[src/rtl/accum_pkg.sv]
// ----------------------------------------------------------------------------
// accum_pkg
// Shared types and default widths for the accumulate engine.
//   state_e    : control FSM states (IDLE, RUN, DONE)
//   DATA_W_DEF : default operand width
//   ACC_W_DEF  : default accumulator / result width
//   ADDR_W_DEF : default operand memory address width
// ----------------------------------------------------------------------------
package accum_pkg;

  localparam int DATA_W_DEF = 8;
  localparam int ACC_W_DEF  = 20;
  localparam int ADDR_W_DEF = 4;

  typedef enum logic [1:0] {
    IDLE = 2'd0,
    RUN  = 2'd1,
    DONE = 2'd2
  } state_e;

endpackage

[src/rtl/accum_add.sv]
// ----------------------------------------------------------------------------
// accum_add
// Combinational accumulator adder: sum = acc + zero-extended operand.
// Build option ACCUM_SAT_EN:
//   defined   -> the sum clamps at 2^ACC_W-1 and ovf flags the clamp
//   undefined -> the sum wraps modulo 2^ACC_W (no ovf port)
// Ports:
//   acc     in  ACC_W   current accumulator value
//   operand in  DATA_W  operand to add
//   sum     out ACC_W   new accumulator value
//   ovf     out 1       carry out of the accumulator (ACCUM_SAT_EN only)
// ----------------------------------------------------------------------------
module accum_add
  import accum_pkg::*;
#(
  parameter int DATA_W = DATA_W_DEF,
  parameter int ACC_W  = ACC_W_DEF
) (
  input  logic [ACC_W-1:0]  acc,
  input  logic [DATA_W-1:0] operand,
  output logic [ACC_W-1:0]  sum
`ifdef ACCUM_SAT_EN
  ,
  output logic              ovf
`endif
);

`ifdef ACCUM_SAT_EN
  // One extra bit keeps the carry so the clamp can be detected.
  logic [ACC_W:0] wide_s;

  assign wide_s = {1'b0, acc} + (ACC_W+1)'(operand);
  assign ovf    = wide_s[ACC_W];
  assign sum    = wide_s[ACC_W] ? {ACC_W{1'b1}} : wide_s[ACC_W-1:0];
`else
  assign sum = acc + ACC_W'(operand);
`endif

endmodule

[src/rtl/accum_engine.sv]
// ----------------------------------------------------------------------------
// accum_engine
// Reads len operands from an external memory (one-cycle read latency) and
// sums them. rd gates read issue, act gates accumulation; an operand that
// returns while act is low waits in a one-entry hold register.
// Build option ACCUM_SAT_EN: saturating accumulation with a sticky clamp
// flag forcing the result to all ones; default build wraps modulo 2^ACC_W.
// Ports:
//   clk, rst_n  clock (rising edge), asynchronous active-low reset
//   rd          read request; a rising edge in IDLE starts an operation
//   act         accumulate enable
//   len         operand count, sampled at start
//   mem_rd_en   operand memory read strobe
//   mem_addr    operand memory address
//   mem_rdata   operand data, valid one cycle after mem_rd_en
//   done        one-cycle completion pulse
//   result      final sum, held until the next completion
// ----------------------------------------------------------------------------
module accum_engine
  import accum_pkg::*;
#(
  parameter int DATA_W = DATA_W_DEF,
  parameter int ACC_W  = ACC_W_DEF,
  parameter int ADDR_W = ADDR_W_DEF
) (
  input  logic              clk,
  input  logic              rst_n,
  input  logic              rd,
  input  logic              act,
  input  logic [ADDR_W:0]   len,
  output logic              mem_rd_en,
  output logic [ADDR_W-1:0] mem_addr,
  input  logic [DATA_W-1:0] mem_rdata,
  output logic              done,
  output logic [ACC_W-1:0]  result
);

  state_e            state_r, state_nxt_s;
  logic              rd_q_r, start_s, issue_ok_s, fin_s, done_r;
  logic [ADDR_W:0]   len_q_r, issued_r, cnt_r, cnt_nxt_s;
  logic [ADDR_W-1:0] addr_r;
  logic [ACC_W-1:0]  acc_r, acc_nxt_s, sum_s, result_r, result_nxt_s;
  logic              rvalid_r, hold_vld_r, hold_vld_nxt_s, add_en_s;
  logic [DATA_W-1:0] hold_data_r, hold_data_nxt_s, operand_s;
`ifdef ACCUM_SAT_EN
  logic              ovf_s, sat_r, sat_hit_s;
`endif

  assign start_s = rd & ~rd_q_r;

  // Issue also stalls while a returning operand is headed for the hold slot,
  // so the slot is always free when the next read data arrives.
  assign issue_ok_s = (state_r == RUN) & rd & (issued_r < len_q_r) &
                      ~hold_vld_r & ~(rvalid_r & ~act);

  assign mem_rd_en = issue_ok_s;
  assign mem_addr  = addr_r;
  assign done      = done_r;
  assign result    = result_r;

  accum_add #(.DATA_W(DATA_W), .ACC_W(ACC_W)) u_add (
    .acc     (acc_r),
    .operand (operand_s),
    .sum     (sum_s)
`ifdef ACCUM_SAT_EN
    ,
    .ovf     (ovf_s)
`endif
  );

  // Operand steering: held operand first, then fresh read data, else park it.
  always_comb begin
    add_en_s        = 1'b0;
    operand_s       = mem_rdata;
    hold_vld_nxt_s  = hold_vld_r;
    hold_data_nxt_s = hold_data_r;
    if (state_r == RUN) begin
      if (act & hold_vld_r) begin
        add_en_s  = 1'b1;
        operand_s = hold_data_r;
        if (rvalid_r) begin
          hold_data_nxt_s = mem_rdata;
          hold_vld_nxt_s  = 1'b1;
        end else begin
          hold_vld_nxt_s  = 1'b0;
        end
      end else if (act & rvalid_r) begin
        add_en_s  = 1'b1;
        operand_s = mem_rdata;
      end else if (rvalid_r & ~hold_vld_r) begin
        hold_vld_nxt_s  = 1'b1;
        hold_data_nxt_s = mem_rdata;
      end else begin
        hold_vld_nxt_s  = hold_vld_r;
      end
    end else begin
      add_en_s = 1'b0;
    end
    acc_nxt_s = add_en_s ? sum_s : acc_r;
    cnt_nxt_s = cnt_r + {{ADDR_W{1'b0}}, add_en_s};
    fin_s     = (state_r == RUN) && (cnt_nxt_s == len_q_r);
  end

`ifdef ACCUM_SAT_EN
  assign sat_hit_s    = sat_r | (add_en_s & ovf_s);
  assign result_nxt_s = sat_hit_s ? {ACC_W{1'b1}} : acc_nxt_s;

  // Sticky clamp flag, cleared at each start.
  always_ff @(posedge clk or negedge rst_n) begin
    if (!rst_n) begin
      sat_r <= 1'b0;
    end else if ((state_r == IDLE) && start_s) begin
      sat_r <= 1'b0;
    end else begin
      sat_r <= sat_hit_s;
    end
  end
`else
  assign result_nxt_s = acc_nxt_s;
`endif

  // FSM state register.
  always_ff @(posedge clk or negedge rst_n) begin
    if (!rst_n) begin
      state_r <= IDLE;
    end else begin
      state_r <= state_nxt_s;
    end
  end

  // FSM next-state logic.
  always_comb begin
    state_nxt_s = state_r;
    case (state_r)
      IDLE:    state_nxt_s = start_s ? RUN : IDLE;
      RUN:     state_nxt_s = fin_s ? DONE : RUN;
      DONE:    state_nxt_s = IDLE;
      default: state_nxt_s = IDLE;
    endcase
  end

  // Datapath registers: issue pointer, accumulator, hold slot, result.
  always_ff @(posedge clk or negedge rst_n) begin
    if (!rst_n) begin
      rd_q_r      <= 1'b0;
      done_r      <= 1'b0;
      len_q_r     <= {(ADDR_W+1){1'b0}};
      issued_r    <= {(ADDR_W+1){1'b0}};
      cnt_r       <= {(ADDR_W+1){1'b0}};
      addr_r      <= {ADDR_W{1'b0}};
      acc_r       <= {ACC_W{1'b0}};
      result_r    <= {ACC_W{1'b0}};
      rvalid_r    <= 1'b0;
      hold_vld_r  <= 1'b0;
      hold_data_r <= {DATA_W{1'b0}};
    end else begin
      rd_q_r <= rd;
      done_r <= (state_nxt_s == DONE);
      if ((state_r == IDLE) && start_s) begin
        len_q_r    <= len;
        issued_r   <= {(ADDR_W+1){1'b0}};
        cnt_r      <= {(ADDR_W+1){1'b0}};
        addr_r     <= {ADDR_W{1'b0}};
        acc_r      <= {ACC_W{1'b0}};
        rvalid_r   <= 1'b0;
        hold_vld_r <= 1'b0;
      end else begin
        rvalid_r    <= issue_ok_s;
        acc_r       <= acc_nxt_s;
        cnt_r       <= cnt_nxt_s;
        hold_vld_r  <= hold_vld_nxt_s;
        hold_data_r <= hold_data_nxt_s;
        if (issue_ok_s) begin
          addr_r   <= addr_r + ADDR_W'(1'b1);
          issued_r <= issued_r + (ADDR_W+1)'(1'b1);
        end
        if (fin_s) begin
          result_r <= result_nxt_s;
        end
      end
    end
  end

endmodule
[config.mk]
export PLATFORM = sky130hd
export DESIGN_NAME = accum_engine
export DESIGN_NICKNAME = d
export VERILOG_FILES = /design/src/rtl/accum_pkg.sv /design/src/rtl/accum_add.sv /design/src/rtl/accum_engine.sv
export SDC_FILE = /design/constraint.sdc
export NUM_CORES = 1
export LEC_CHECK = 0
export CAP_MARGIN = 25
export CORE_ASPECT_RATIO = 1.75
export CORE_MARGIN = 2
export CORE_UTILIZATION = 25
export DETAILED_ROUTE_END_ITERATION = 16
export PLACE_DENSITY = 0.42
export SLEW_MARGIN = 20
export SYNTH_ARGS = -nofsm -noshare
export SYNTH_HDL_FRONTEND = slang
export SYNTH_SLANG_ARGS = --single-unit
export TNS_END_PERCENT = 10
[constraint.sdc]
create_clock -name clk -period 2.75 [get_ports clk]
set_clock_uncertainty 0.2 [all_clocks]
set_input_delay 0.55 -clock clk [delete_from_list [all_inputs] [get_ports clk]]
set_output_delay 0.55 -clock clk [all_outputs]
set_load 0.03 [all_outputs]
==> results of run 1 <==
[through the flow]
stage	util, %	cell area [sq um]	std cells	setup TNS, ns	setup WS (ns)
6_report	37.6	5380	621	-1.04	-0.151
4_1_cts	36.8	5260	619	-1.55	-0.125
3_5_place_dp	32.5	4650	600	-27.50	-0.797
5_1_grt	37.6	5380	621	-3.95	-0.245
2_1_floorplan	-	3730	349	-3.93	-0.165
3_3_place_gp	32.5	4650	600	-27.20	-0.793
[placed cells by master, fill, tap and decap left out, types with 7 or more instances in the layout]
master and n:
inv_1 9, xnor2_1 9, o21ai_0 11, clkbuf_16 9
mux2_4 7, nand2_1 31, ha_4 10, dfrtp_1 73
nand2b_1 7, mux2_2 13, a21oi_1 19, xor2_2 7
clkdlybuf4s50_1 38, xor2_1 7, a21oi_2 7, nand4_1 7
ha_1 7, nor2_1 39, buf_4 39
[where the power goes]
part / internal (mW) / total [mW] / switching (mW) / leakage (nW)
logic: 1.32 / 2.77 / 1.45 / 1.25
clock network: 0.841 / 1.30 / 0.463 / 0.162
registers: 1.47 / 1.76 / 0.292 / 0.936
total: 3.63 / 5.83 / 2.20 / 2.35
[state kept, by name, summed over array words and instances, names as in the netlist]
register / flops
done: 1
issued_r: 5
state_r: 2
mem_addr: 4
result: 20
cnt_r: 5
len_q_r: 5
hold_data_r: 8
acc_r: 20
rvalid_r: 1
hold_vld_r: 1
rd_q_r: 1
[routing by layer]
metal	track usage, %	routed length (microns)	part of all wire, %	up-vias
met1	13.8	3490	40	1358
met5	0	0	0	-
met2	22.6	4910	56	31
met4	5.14	169	1.9	0
li1	-	-	-	1364
met3	3.00	261	3.0	10
[critical path: cells and delay by family, from the launching register on]
family / cells / cell delay, ns
DFF: 1 / 0.37
and+or+nand+nor: 5 / 0.66
buffers and inverters: 2 / 0.26
muxes: 1 / 0.30
xor gates and xnor gates: 1 / 0.16
AOI/OAI and AO/OA: 2 / 0.58
adders and majority gates: 1 / 0.30
[path summary, 6_finish.rpt]
path,endpoint,cells past startpoint
worst max-delay path,result[15],12
worst min-delay path,hold_data_r[7],1
worst max register to register,result[15],12
worst min register to register,hold_data_r[5],1
max in group asynchronous,len_q_r[4],2
min in group clk,hold_data_r[5],1
[cells by family (layout without fill, tap and decap cells)]
kind of cell / Yosys count / after routing / share of synthesized area [%]
AND/OR/NAND/NOR: 128 / 128 / 17.2
flip-flops: 73 / 73 / 50.2
AO/OA/AOI/OAI: 56 / 56 / 9.17
XOR/XNOR: 26 / 26 / 6.46
multiplexers: 26 / 26 / 7.83
buffers and inverters: 22 / 114 / 2.82
adder cells (fa/ha/maj): 18 / 18 / 6.39
[cell type report]
cell class	instances	share of cell area [%]
multi-input combinational	254	39.8
sequential	73	34.0
timing repair buffer	87	15.1
clock buffer	11	4.70
tap	180	4.19
clock inverter	5	1.44
inverter	11	0.768
[Yosys cell counts (5+ instances only)]
cell type | instances | area (sq um)
a21o_1 | 5 | 37.5
a21oi_1 | 27 | 135
and2_1 | 6 | 37.5
clkbuf_1 | 7 | 26.3
dfrtp_1 | 73 | 1830
ha_1 | 17 | 213
inv_1 | 11 | 41.3
mux2_2 | 20 | 225
mux2i_1 | 6 | 60.1
nand2_1 | 34 | 128
nand2b_1 | 8 | 50.1
nand3_1 | 11 | 55.1
nand4_1 | 7 | 43.8
nor2_1 | 43 | 161
o21ai_0 | 14 | 70.1
xnor2_1 | 9 | 78.8
xor2_1 | 16 | 140
[what timing repair did]
item | CTS | global route
buffers inserted | 3 | 2
endpoints found under the hold margin | 0 | 0
hold buffers | 0 | 0
pin swaps | 27 | 18
resized for setup | 44 | 22
setup endpoints to repair | 40 | 37
==> results.cfg, run 1 <==
[outcome]
status = complete, but fails checks
violations = negative setup slack

[layout]
final_nets = 471
multi_input_area_sq_um = 2140
antenna_cells = 0
regArea_sq_um = 1830
syn_to_final_growth_pct = 47.6
fillers = 1408
layout-drive-gt1-share_pct = 32.2

[logic_synthesis]
ys_warn_count = 0
synth_edf_count = 0
syn_area_per_cell_sq_um = 10.4
yosys_most_used_dff = dfrtp_1
syn_area_sq_um = 3640
synth-seq-area-share_pct = 50.2
synthArstFlopShare_pct = 100
ys_ff_latch = 73
synth_nets = 384
netlist_instances = 349
synth_cell_types = 43

[sta]
rsz0062_at_grt = yes
period_minus_slack_ns = 2.90
maxSlewViolCount = 0
setup_ws_ns = -0.151
fin_worst_hold_slack_ns = 0.0110
fmax_ghz = 0.345
worstMarginPinSlew_ns = 0.605
relSlewSlack_pct = 59.7
final-hold-violation-count = 0
setup_viol = 15
period_share_pct = 105

[global_route]
grt_usage_pct = 12.6
antenna_found_initial = 0
grt_remaining_overflow = 0
grt_max_degree = 45
grt_pass1_wl_microns = 14900
grt_pass1_vias = 3001

[placement]
place.gp.congestion = 0.763
hpwl_microns = 6400
io_buffers = 42

[pwr]
total_power_mw = 5.83
p_leak_nw = 2.35
power.density_nw_per_um2 = 1080
ir_drop_uv = 455

[setup_path]
slowest_delay_ns = 0.45
path_cells = and3b_2, nand2_4, buf_12, mux2_4, ha_4, nand3_4, a2111o_1, nand2_4, buf_6, nand3_4, xor2_4, a21oi_2
r2r_start = state_r[1]
worst_path_max_delay_cell = a2111o_1
crit_start = state_r[1]
cp_max_fo = 6
reg2reg_slack_ns = -0.15
worstSetupStartpointType = flip-flop
critPathRequiredTime_ns = 2.82
endpoint_kind = flip-flop
worstSetupPathType = reg -> reg
critPathArrivalTime_ns = 2.97

[hold_path]
hold_path.class = in -> async

[floorplan]
rows = 58
die_x_microns = 95.2
initial_core_util_pct = 25.5
die_h_microns = 164
ioPinCount = 43
dieArea_sq_um = 15600
coreArea_sq_um = 14300

[clock_network]
clkTransAtPathRegs_ns = 0.06
clock_path_buffers = 2
cts_tree = yes
clk-insertion-delay-late_ns = 0.34
cts.htree.levels = 3
cts-root-buf = clkbuf_16
cts_buffers = 9
cts_num_sinks = 73

[route]
vias = 2763
first_pass_iters = 4
remaining_drc_errors = 0
dr.first_iter.drc_count = 65
drtAntennaViolNets = 0
wl_per_cell_microns = 14.2
vias_per_cell = 4.45
routed_wl_microns = 8830

[run]
drv_cap = 0
Note: power is estimated with default switching activity, not from simulation.
==> run 2, diff against run 1 <==
ABC_AREA = 1   (was not set)
CTS_CLUSTER_DIAMETER = 60   (was not set)
==> run 2 against run 1 <==
  * The run now ends clean
  * Area after synthesis is 9.2% higher
  * Routed wire length increased by 17%
  * Sequential power shrank 9%
  * Non-clock buffer count decreased by 1
  * Total power fell by 10%
==> results.cfg, run 2 <==
[pwr]
power.density_nw_per_um2 = 970
ir_drop_uv = 410
p_leak_nw = 2.72
total_power_mw = 5.22

[clock_network]
cts_num_sinks = 73
clk-insertion-delay-late_ns = 0.34
clock_path_buffers = 2
cts_buffers = 9
cts_tree = yes
cts-root-buf = clkbuf_16
cts.htree.levels = 3
clkTransAtPathRegs_ns = 0.06

[floorplan]
die_h_microns = 171
dieArea_sq_um = 17000
rows = 61
ioPinCount = 43
initial_core_util_pct = 25.3
die_x_microns = 99.3
coreArea_sq_um = 15700

[setup_path]
critPathArrivalTime_ns = 1.87
endpoint_kind = output pin
path_common_cell = nand2_1
worstSetupStartpointType = flip-flop
slowest_delay_ns = 0.44
critPathBufInv = 2
worstSetupPathType = reg -> out
critPathRequiredTime_ns = 2.00
r2r_start = state_r[1]
reg2reg_to = result[4]
reg2reg_slack_ns = 0.15
cp_top_family = flip-flops
path_cells = ha_1, a21o_1, o21ai_0, nand2_1, nand2_1, nand2_1, inv_1, buf_4
cp_max_fo = 5
worst_r2r_path_depth = 12
worst_path_max_delay_cell = dfrtp_1

[sta]
period_minus_slack_ns = 2.62
rsz0062_at_grt = yes
fmax_ghz = 0.382
setup_viol = 0
final-hold-violation-count = 0
period_share_pct = 95.1
relSlewSlack_pct = 67.3
maxSlewViolCount = 0
fin_worst_hold_slack_ns = 0.275
worstMarginPinSlew_ns = 0.491

[route]
drtAntennaViolNets = 0
vias_per_cell = 4.39
wl_per_cell_microns = 13.0
vias = 3492
dr.first_iter.drc_count = 145
remaining_drc_errors = 0
routed_wl_microns = 10300
first_pass_iters = 4

[logic_synthesis]
syn_area_per_cell_sq_um = 7.66
yosys.area.top_type = dfrtp_1
synthArstFlopShare_pct = 100
syn_area_sq_um = 3980
netlist_instances = 519
yosys_most_used_dff = dfrtp_1
synthTopCellsByArea = dfrtp_1 46%, nand2_1 18%, ha_1 5.3%, nand3_1 5.3%, inv_1 5.2%
synth_cell_types = 32
synth_edf_count = 0
synth-seq-area-share_pct = 45.9
ys_ff_latch = 73
synth_nets = 554
ys_warn_count = 0
synth_xor_xnor_area_share_pct = 1.98
synth_fa_ha_area_share_pct = 5.85
synth_top_family_by_area = simple AND/OR/NAND/NOR gates
netlist_top_cells_count = 191 x nand2_1, 73 x dfrtp_1, 55 x inv_1, 42 x nand3_1, 33 x nor2_1
synth_compound_area_share_pct = 6.54
synth_top_area_share_pct = 45.9
post_synth_mux_area_share_pct = 0.503
yosysMostFrequentCell = nand2_1
synthSimpleGateAreaFrac_pct = 31.5

[global_route]
grt_usage_pct = 13.0
grt_remaining_overflow = 0
grt_pass1_wl_microns = 17500
grt_pass1_vias = 3634
grt_max_degree = 40
antenna_found_initial = 0

[placement]
hpwl_microns = 7710
io_buffers = 42
place_area_sq_um = 4870
place.gp.congestion = 0.861

[layout]
layout-drive-gt1-share_pct = 16.0
layout_commonest_cell = nand2_1
antenna_cells = 0
layout_common_cells = 188 x nand2_1, 73 x dfrtp_1, 53 x inv_1
final_nets = 636
fin_area_sq_um = 5380
syn_to_final_growth_pct = 35.4
fillers = 1694

[run]
drv_cap = 0

[hold_path]
hold_path_depth = 2
hold_path.class = reg -> reg
whs_endpoint = result[17]
hp-start = result[17]

[outcome]
status = finished, final reports clean
[run 2: changes by cell type after synthesis, moves of 8 or more]
cell,before,now
a21oi_1,27,14
inv_1,11,55
mux2_2,20,0
nand2_1,34,191
nand2b_1,8,0
nand3_1,11,42
nor2_1,43,33
o21ai_0,14,26
o21ai_1,0,9
xor2_1,16,7
[run 2: worst max-delay path by stage]
stage / start / endpoint / slack (ns) / depth (start not counted)
6_report: issued_r[2] / mem_rd_en / 0.13 / 8
2_1_floorplan: state_r[1] / result[18] / 0.01 / 17
5_1_grt: state_r[1] / result[18] / -0.06 / 15
3_3_place_gp: act / result[12] / -0.69 / 13
4_1_cts: act / result[18] / -0.009 / 17
3_5_place_dp: act / result[12] / -0.74 / 13
[run 2: repair_timing]
item	in CTS	in global routing
pin swaps	0	17
setup buffers	0	4
hold buffers	1	0
resized for setup	7	36
cloned	0	1
setup endpoints to repair	39	38
hold endpoints to repair	25	0
[run 2: power breakdown]
part | total [mW] | switching, mW | leakage, nW | internal [mW]
Clock | 1.19 | 0.483 | 0.131 | 0.704
Sequential | 1.61 | 0.215 | 0.969 | 1.39
Combinational | 2.43 | 1.37 | 1.62 | 1.06
[run 2: cell families after synthesis]
family          after synthesis
compound gates               51
xor+xnor                      9
fa+ha+maj                    18
buf+inv                      74
flops                        73
mux                           2
simple gates                292
[run 2: metal layers]
layer | global-route usage (%) | routed length, microns
met1 | 14.1 | 4120
met2 | 24.5 | 5710
met3 | 2.53 | 303
met4 | 5.06 | 196
met5 | 0 | 0
[run 2: worst reg2reg max path, stage by stage, from the launching register on]
cell and delay [ns]:
dfrtp_1 0.42, nor2_4 0.17, nand3_4 0.13, buf_6 0.16, o21ai_1 0.16, ha_1 0.29, or2_4 0.27, and2_1 0.17
or2_2 0.28, nand3_2 0.08, nand2_1 0.06, nand2_1 0.06, nand2_1 0.05
[run 2: through the flow]
| step | std cells | TNS (ns) | utilization (%) | setup slack (ns) |
|---|---|---|---|---|
| 6_report | 795 | 0 | 34.2 | 0.134 |
| 3_5_place_dp | 773 | -23.23 | 31.0 | -0.737 |
| 4_1_cts | 790 | -0.00900 | 33.1 | -0.00900 |
| 5_1_grt | 795 | -0.292 | 34.2 | -0.0558 |
| 3_3_place_gp | 773 | -22.26 | 31.0 | -0.690 |
| 2_1_floorplan | 519 | 0 | - | 0.0115 |
[run 2: final cells by class]
| cell class | instances | area, sq um | area share (%) |
|---|---|---|---|
| clock inverters | 6 | 68.8 | 1.28 |
| well taps | 189 | 236 | 4.39 |
| multi-input cells | 372 | 1990 | 37.0 |
| inverters | 59 | 221 | 4.11 |
| clock buffers | 10 | 229 | 4.25 |
| flip-flops and latches | 73 | 1830 | 33.9 |
| repair buffers | 86 | 810 | 15.0 |
